===== src/rtl/uram_readout_scheduler.sv =====
// uram_readout_scheduler
//   Shares the URAM event readout state machine between event readout and
//   firmware loading. It tracks how many URAM buffers hold complete events
//   (write pointer) and which buffer is read next (read pointer). It drives
//   data_available / fw_loading into the readout SM and consumes its
//   complete flag. It also raises sticky overflow, spurious-complete and
//   readout-timeout errors.
//
// Ports
//   clk_i, rst_i        readout clock, async active-high reset
//   clk_ce_i            readout SM clock enable, counted while draining
//   ev_done_i           writer finished an event in buffer wr_buf_o
//   wr_buf_o, rd_buf_o  write / read buffer indices
//   full_o, pending_o   occupancy (events written, not yet read out)
//   data_available_o    to readout SM: an event is ready to read
//   complete_i          from readout SM: current event read out
//   fw_req_i            level request for a firmware load
//   fw_loading_o        to readout SM: firmware load in progress
//   ev_count_o          events read out, wraps
//   err_o               sticky {timeout, spurious_complete, overflow}
//   err_clr_i           clears err_o
module uram_readout_scheduler #(
  parameter int NBUF         = 4,
  parameter int FW_PRIORITY  = 0,
  parameter int TIMEOUT_CLKS = 65535,
  parameter int DRAIN_CES    = 2
) (
  input  logic                    clk_i,
  input  logic                    rst_i,
  input  logic                    clk_ce_i,
  input  logic                    ev_done_i,
  output logic [$clog2(NBUF)-1:0] wr_buf_o,
  output logic                    full_o,
  output logic [$clog2(NBUF):0]   pending_o,
  output logic [$clog2(NBUF)-1:0] rd_buf_o,
  output logic                    data_available_o,
  input  logic                    complete_i,
  input  logic                    fw_req_i,
  output logic                    fw_loading_o,
  output logic [15:0]             ev_count_o,
  output logic [2:0]              err_o,
  input  logic                    err_clr_i
);

  localparam int PW = $clog2(NBUF);
  localparam int TW = $clog2(TIMEOUT_CLKS + 1);
  localparam int DW = (DRAIN_CES > 1) ? $clog2(DRAIN_CES) : 1;

  typedef enum logic [1:0] {S_IDLE, S_READ, S_FW, S_DRAIN} state_t;

  state_t          state_q, state_d;
  logic [PW-1:0]   wr_q, wr_d, rd_q, rd_d;
  logic [PW:0]     pend_q, pend_d;
  logic            full_q, full_d;
  logic [15:0]     cnt_q, cnt_d;
  logic [2:0]      err_q, err_d;
  logic [TW-1:0]   tmo_q, tmo_d;
  logic [DW-1:0]   drn_q, drn_d;
  logic            da_q, da_d, fw_q, fw_d;

  logic rd_done, wr_ok, ovf, spur, tmo_hit, is_full;

  always_comb begin
    state_d = state_q;
    wr_d    = wr_q;
    rd_d    = rd_q;
    pend_d  = pend_q;
    cnt_d   = cnt_q;
    tmo_d   = tmo_q;
    drn_d   = drn_q;
    tmo_hit = 1'b0;

    is_full = (pend_q == (PW+1)'(NBUF));
    rd_done = complete_i && (state_q == S_READ);
    spur    = complete_i && (state_q != S_READ);
    // A same-cycle read frees a slot, so a write into a full buffer set is legal then.
    wr_ok   = ev_done_i && (!is_full || rd_done);
    ovf     = ev_done_i && is_full && !rd_done;

    if (wr_ok)   wr_d = wr_q + PW'(1);
    if (rd_done) begin
      rd_d  = rd_q + PW'(1);
      cnt_d = cnt_q + 16'd1;
    end
    if (wr_ok && !rd_done)      pend_d = pend_q + (PW+1)'(1);
    else if (!wr_ok && rd_done) pend_d = pend_q - (PW+1)'(1);

    unique case (state_q)
      S_IDLE: begin
        if (fw_req_i && (pend_q == '0 || FW_PRIORITY != 0)) state_d = S_FW;
        else if (pend_q != '0)                              state_d = S_READ;
      end
      S_READ: begin
        // Saturating counter so the timeout error fires only once per READ visit.
        if (tmo_q != TW'(TIMEOUT_CLKS)) begin
          tmo_d = tmo_q + TW'(1);
          if (tmo_d == TW'(TIMEOUT_CLKS)) tmo_hit = 1'b1;
        end
        if (rd_done) state_d = S_IDLE;
      end
      S_FW: begin
        if (!fw_req_i) state_d = S_DRAIN;
      end
      S_DRAIN: begin
        // Give the readout SM time to fall back to its header state.
        if (clk_ce_i) begin
          if (drn_q == DW'(DRAIN_CES - 1)) state_d = S_IDLE;
          else                             drn_d = drn_q + DW'(1);
        end
      end
      default: state_d = S_IDLE;
    endcase

    if (state_q != S_READ && state_d == S_READ)  tmo_d = '0;
    if (state_q != S_DRAIN && state_d == S_DRAIN) drn_d = '0;

    full_d = (pend_d == (PW+1)'(NBUF));
    da_d   = (state_d == S_READ);
    fw_d   = (state_d == S_FW);
    // Clear first, then OR in new errors so a same-cycle error survives the clear.
    err_d  = (err_clr_i ? 3'b000 : err_q) | {tmo_hit, spur, ovf};
  end

  always_ff @(posedge clk_i or posedge rst_i) begin
    if (rst_i) begin
      state_q <= S_IDLE;
      wr_q    <= '0;
      rd_q    <= '0;
      pend_q  <= '0;
      full_q  <= 1'b0;
      cnt_q   <= '0;
      err_q   <= '0;
      tmo_q   <= '0;
      drn_q   <= '0;
      da_q    <= 1'b0;
      fw_q    <= 1'b0;
    end else begin
      state_q <= state_d;
      wr_q    <= wr_d;
      rd_q    <= rd_d;
      pend_q  <= pend_d;
      full_q  <= full_d;
      cnt_q   <= cnt_d;
      err_q   <= err_d;
      tmo_q   <= tmo_d;
      drn_q   <= drn_d;
      da_q    <= da_d;
      fw_q    <= fw_d;
    end
  end

  assign wr_buf_o         = wr_q;
  assign rd_buf_o         = rd_q;
  assign pending_o        = pend_q;
  assign full_o           = full_q;
  assign ev_count_o       = cnt_q;
  assign err_o            = err_q;
  assign data_available_o = da_q;
  assign fw_loading_o     = fw_q;

endmodule


===== config.mk =====
export PLATFORM = sky130hd
export DESIGN_NAME = uram_readout_scheduler
export DESIGN_NICKNAME = d
export VERILOG_FILES = /design/src/rtl/uram_readout_scheduler.sv
export SDC_FILE = /design/constraint.sdc
export NUM_CORES = 1
export LEC_CHECK = 0
export ABC_AREA = 0
export BUFFER_PORTS_ARGS = -buffer_cell sky130_fd_sc_hd__buf_2
export CAP_MARGIN = 10
export CORE_ASPECT_RATIO = 1.5
export CORE_MARGIN = 2
export CORE_UTILIZATION = 50
export CTS_CLUSTER_DIAMETER = 100
export CTS_CLUSTER_SIZE = 10
export DETAILED_ROUTE_END_ITERATION = 7
export PLACE_DENSITY_LB_ADDON = 0.05
export SETUP_SLACK_MARGIN = 0.2
export SYNTH_ARGS = -nofsm -noshare
export SYNTH_HDL_FRONTEND = slang
export SYNTH_SLANG_ARGS = --single-unit

===== constraint.sdc =====
create_clock -name clk_i -period 1.91 [get_ports clk_i]
set_input_delay 0.2865 -clock clk_i [delete_from_list [all_inputs] [get_ports clk_i]]
set_output_delay 0.2865 -clock clk_i [all_outputs]
set_load 0.03 [all_outputs]

# == Word level (Yosys, flattened, before mapping) ==
# Cells that the tools add are included.
# word_totals
regBits,48
out_inout_bits,29
# op_classes
n_reduce_logical,23
muxes,20
addsub,7
bitwise,1
n_eq_ne,12
# ops
op,n
$mux W16,3
$add A16 B1 Y16 const B,2
$eq A16 B16 Y1 const B,1
$ne A16 B16 Y1 const B,1
$mux W2,6
$logic_and A1 B1 Y1,10
$mux W3,3
$eq A2 B2 Y1 const B,4
$pmux W2 S4,1
$reduce_bool A2 Y1,4
$mux W1,7
$eq A3 B3 Y1 const B,2
$add A2 B1 Y2 const B,2
$eq A2 B1 Y1 const B,2
$reduce_and A2 Y1,2
$add A3 B1 Y3 const B,1
$logic_not A1 Y1,3
$logic_not A3 Y1,1
$or A3 B3 Y3,1
$reduce_bool A3 Y1,1
$sub A3 B1 Y3 const B,1
$logic_not A2 Y1,1
$ne A2 B1 Y1 const B,1
$ne A2 B2 Y1 const B,1
2 further kinds,2

# == Depth between registers and ports, before layout ==
# depth
ltp_word,9
ltp_mapped,9
ltp_nobuf,7

# == Worst setup path before layout ==
# Ideal clock, no wire load.
# synth_timing
path_type,register -> register
from,register tmo_q[1]
to,register tmo_q[3]
setup_time_ps,95
t_arrival_ps,2016
stages_incl_launch_ff,10
path_slack_ps,-201
t_required_ps,1815
n_path_buf,3
path_cell_list,dfrtp_1 > ha_1 > buf_2 > inv_1 > or4_1 > buf_2 > o21ai_4 > buf_6 > o211ai_1 > o31ai_1
# synth_between
elab_chain_len,4
word_cells_on_any_way,7
# synth_lines
element,line_no,rtl
from (decl),57,"logic [TW-1:0] tmo_q, tmo_d;"
from (signal assigned),145,tmo_q <= tmo_d;
$add A16 B1 Y16,96,tmo_d = tmo_q + TW'(1);
$mux W16,95,if (tmo_q != TW'(TIMEOUT_CLKS)) begin
$mux W16,88,unique case (state_q)
$mux W16,114,if (state_q != S_READ && state_d == S_READ) tmo_d = '0;
# Parallel ways exist; a longest one is shown, timed or not. The select of a mux whose other input is x is not followed.
# A chain may end at the register's enable or synchronous reset.

# == Worst setup path in the final report ==
# layout_timing
from,register tmo_q[4]
to,register tmo_q[2]
# layout_between
elab_chain_len,3
# layout_lines
element,line_no
$ne A16 B16 Y1,95
$reduce_bool A2 Y1 (no source line),--
$reduce_and A2 Y1 (no source line),--
# Every way passes these cells.

==> results by group <==
Status
  • Status: completed

Critical path
  • Cells on worst reg2reg path: 6
  • CP endpoint kind: register
  • CP Max Fanout: 8
  • FF-to-FF setup slack: 0.1 ns
  • Critical-path cell list: nand3_2, or4_4, o21ai_4, buf_6, o211ai_1, o31ai_2
  • Worst r2r src: tmo_q[4]
  • Slowest cell on crit path: or4_4
  • Reg2reg end: tmo_q[2]
  • CP delay by family, top: simple AND/OR/NAND/NOR gates
  • CP arrival: 2.00 ns
  • Crit-path max cell delay: 0.60 ns
  • Worst Path Buf+Inv: 1
  • Critical path type: register to register
  • CP required: 2.10 ns
  • Crit start category: register

Floorplanning
  • Die Span X: 62.2 um
  • Die Y: 91.3 um
  • Total die area: 5680 sq um
  • Core area: 4850 sq um
  • Starting Density: 52.4%
  • Site Rows: 31
  • # IOs: 36

STA
  • Sum of negative setup slack: 0 ns
  • Max_slew headroom: 70.7%
  • Fmax: 552 MHz
  • Hold slack: 0.210 ns
  • Setup violators final: 0
  • Worst-Margin Slew: 0.439 ns
  • Final hold viol count: 0
  • Fin. max-slew vios: 0
  • RSZ-0062 raised after global routing: true
  • Final Cycle Share: 94.8%
  • Post-layout min period: 1.81 ns
  • Worst clock skew: 0.0118 ns

Clock tree
  • TritonCTS clock tree: yes
  • TritonCTS buffer count: 5
  • H-tree levels: 2
  • Total clock sinks: 48
  • CTS Buffer Depth: 2
  • Clk root buf: clkbuf_8
  • Clk slew on worst S/H paths: 0.08 ns
  • Clock latency on the worst-skew pair: 0.30 ns

Global routing
  • Layer with the highest usage: met2
  • Met1 usage: 23.3%
  • Antenna violations before repair: 0
  • First-pass GRT wire length: 10,000 um
  • Vias in the first global route: 2,227
  • Largest net degree at the start of global routing: 23
  • GR met2 Demand/Resource: 42.0%
  • GR Util All Layers: 22.3%
  • GR Util met3: 3.35%
  • GRT Residual Overflow: 0

Placed design
  • Hpwl dp: 4390 um
  • Placed Area: 3060 sq um
  • IO Port Bufs: 35
  • Routability congestion estimate: 0.878

Detailed routing
  • Routed Antenna Nets: 0
  • DR vias/cell: 5.40
  • Final wirelength: 5900 um
  • Post-DR wirelength/cell: 14.6 um
  • Number of iterations in the first detailed-routing pass: 5
  • Via count: 2,189
  • Starting DRT DRC Count: 88
  • DRC: 0

Flow run
  • Count of max-cap constraint violations: 0

Yosys
  • Syn. warnings: 0
  • Post-synth top flop: dfrtp_1
  • Avg Inst Size Synth: 9.66 sq um
  • Post-Syn Area: 2540 sq um
  • Post-synth EDFFs: 0
  • Syn nets: 276
  • Flops & latches, synth: 48
  • Async SR Flop Fraction: 100%
  • Netlist cell types: 44
  • Sequential-to-total area share from yosys stat: 47.3%
  • Mapped Cells: 263

Final layout
  • Ant diodes: 0
  • # nets final: 351
  • Post-Layout Inst Area: 3340 sq um
  • Layout cells sized above 1: 37.5%
  • Area delta synth->final: 31.3%

Hold path
  • HP Start: err_clr_i
  • Worst Hold Depth: 2
  • Worst hold path endpoint: err_o[1]
  • Min-delay worst type: primary input to register

Power
  • VDD IR max: 0.839 mV
  • P_leak: 1.52 nW
  • PwrDens: 1260 nW/um^2
-- state kept, by name, summed over array words and instances, names as in the netlist --
signal and count:
full_o 1, data_available_o 1, ev_count_o 16, drn_q 1
rd_buf_o 2, wr_buf_o 2, fw_loading_o 1, pending_o 3
err_o 3, state_q 2, tmo_q 16
-- timing repair --
item                                    CTS  global route
resized for setup                        20            15
setup buffers                             4             1
endpoints found under the setup margin   18            22
pin swaps                                11             8
endpoints found under the hold margin    16             0
hold buffers                              1             0
-- cell usage in the layout (no fill, tap or decap), types with 5 or more instances in the layout --
cell	synthesis	layout
clkbuf_8	0	5
buf_4	1	38
xnor2_1	19	19
inv_1	15	12
o21ai_0	8	5
o22ai_1	5	5
nand3_1	13	12
dfrtp_1	48	44
buf_2	2	35
and3_1	7	6
nand2_1	23	22
buf_6	1	5
nor2_1	21	19
o211ai_1	9	9
xor2_1	11	11
nand4_1	9	9
-- power by group --
| group | switching, W | internal [W] |
|---|---|---|
| Clock | 0.000336 | 0.000387 |
| Sequential | 0.000200 | 0.00126 |
| Combinational | 0.00120 | 0.000809 |
| Total | 0.00173 | 0.00245 |
-- metrics by stage --
stage	utilization (%)	std cells	power (W)	worst slack, ns
2_1_floorplan	-	263	0.00268	-0.0224
3_5_place_dp	63.0	391	0.00331	0.0999
5_1_grt	68.8	405	0.00448	-0.0265
6_report	68.8	405	0.00419	0.0984
4_1_cts	67.6	404	0.00416	0.108
3_3_place_gp	63.0	391	0.00329	0.119
-- area by class of cell --
cell class	count	area, sq um
clock buffer	5	68.8
clock inverter	3	42.5
fill	417	1510
inverter	15	58.8
multi-input combinational	189	1350
sequential	48	1210
tap	66	82.6
timing repair buffer	79	527
-- synthesized netlist by cell type, types with 2 or more instances --
cell	n	area share, %
a211oi_1	2	0.59
a21oi_1	6	1.2
and2_1	2	0.49
and3_1	7	1.7
and3b_1	2	0.69
and4b_1	2	0.79
buf_2	2	0.39
clkbuf_1	7	1.0
dfrtp_1	48	47
ha_1	6	3.0
inv_1	15	2.2
nand2_1	23	3.4
nand3_1	13	2.6
nand3b_1	2	0.59
nand4_1	9	2.2
nand4b_1	3	1.0
nor2_1	21	3.1
nor2b_1	5	1.2
nor3_1	6	1.2
nor4_1	2	0.49
o2111ai_1	2	0.69
o211ai_1	9	2.7
o21ai_0	8	1.6
o22ai_1	5	1.2
o311ai_0	3	1.0
o31ai_1	4	1.2
o41ai_1	2	0.69
or2_2	2	0.49
or4_1	2	0.59
xnor2_1	19	6.5
xor2_1	11	3.8
-- per-layer routing --
metal,wire (um),share of wire [%]
met3,176,3.0
met4,225,3.8
met5,0,0
met1,2260,38
met2,3240,55
-- cells by family after synthesis --
group	count (synthesis)	share of synthesized area, %
muxes	1	0.394
DFF	48	47.3
and+or+nand+nor	106	22.1
AOI/OAI and AO/OA	46	12.6
buffers and inverters	26	4.38
adders and majority gates	6	2.95
xor gates and xnor gates	30	10.3
-- worst max-delay path by stage --
stage	start	endpoint	slack, ns	depth (start not counted)
final	tmo_q[4]	tmo_q[2]	0.1	6
after global routing	tmo_q[0]	err_o[2]	-0.03	5
after CTS	tmo_q[0]	tmo_q[7]	0.11	7
after detailed placement	tmo_q[0]	err_o[2]	0.1	5
after global placement	tmo_q[1]	err_o[2]	0.12	5
after floorplan	tmo_q[1]	tmo_q[2]	-0.02	9
Power figures use the tool's default switching activity.
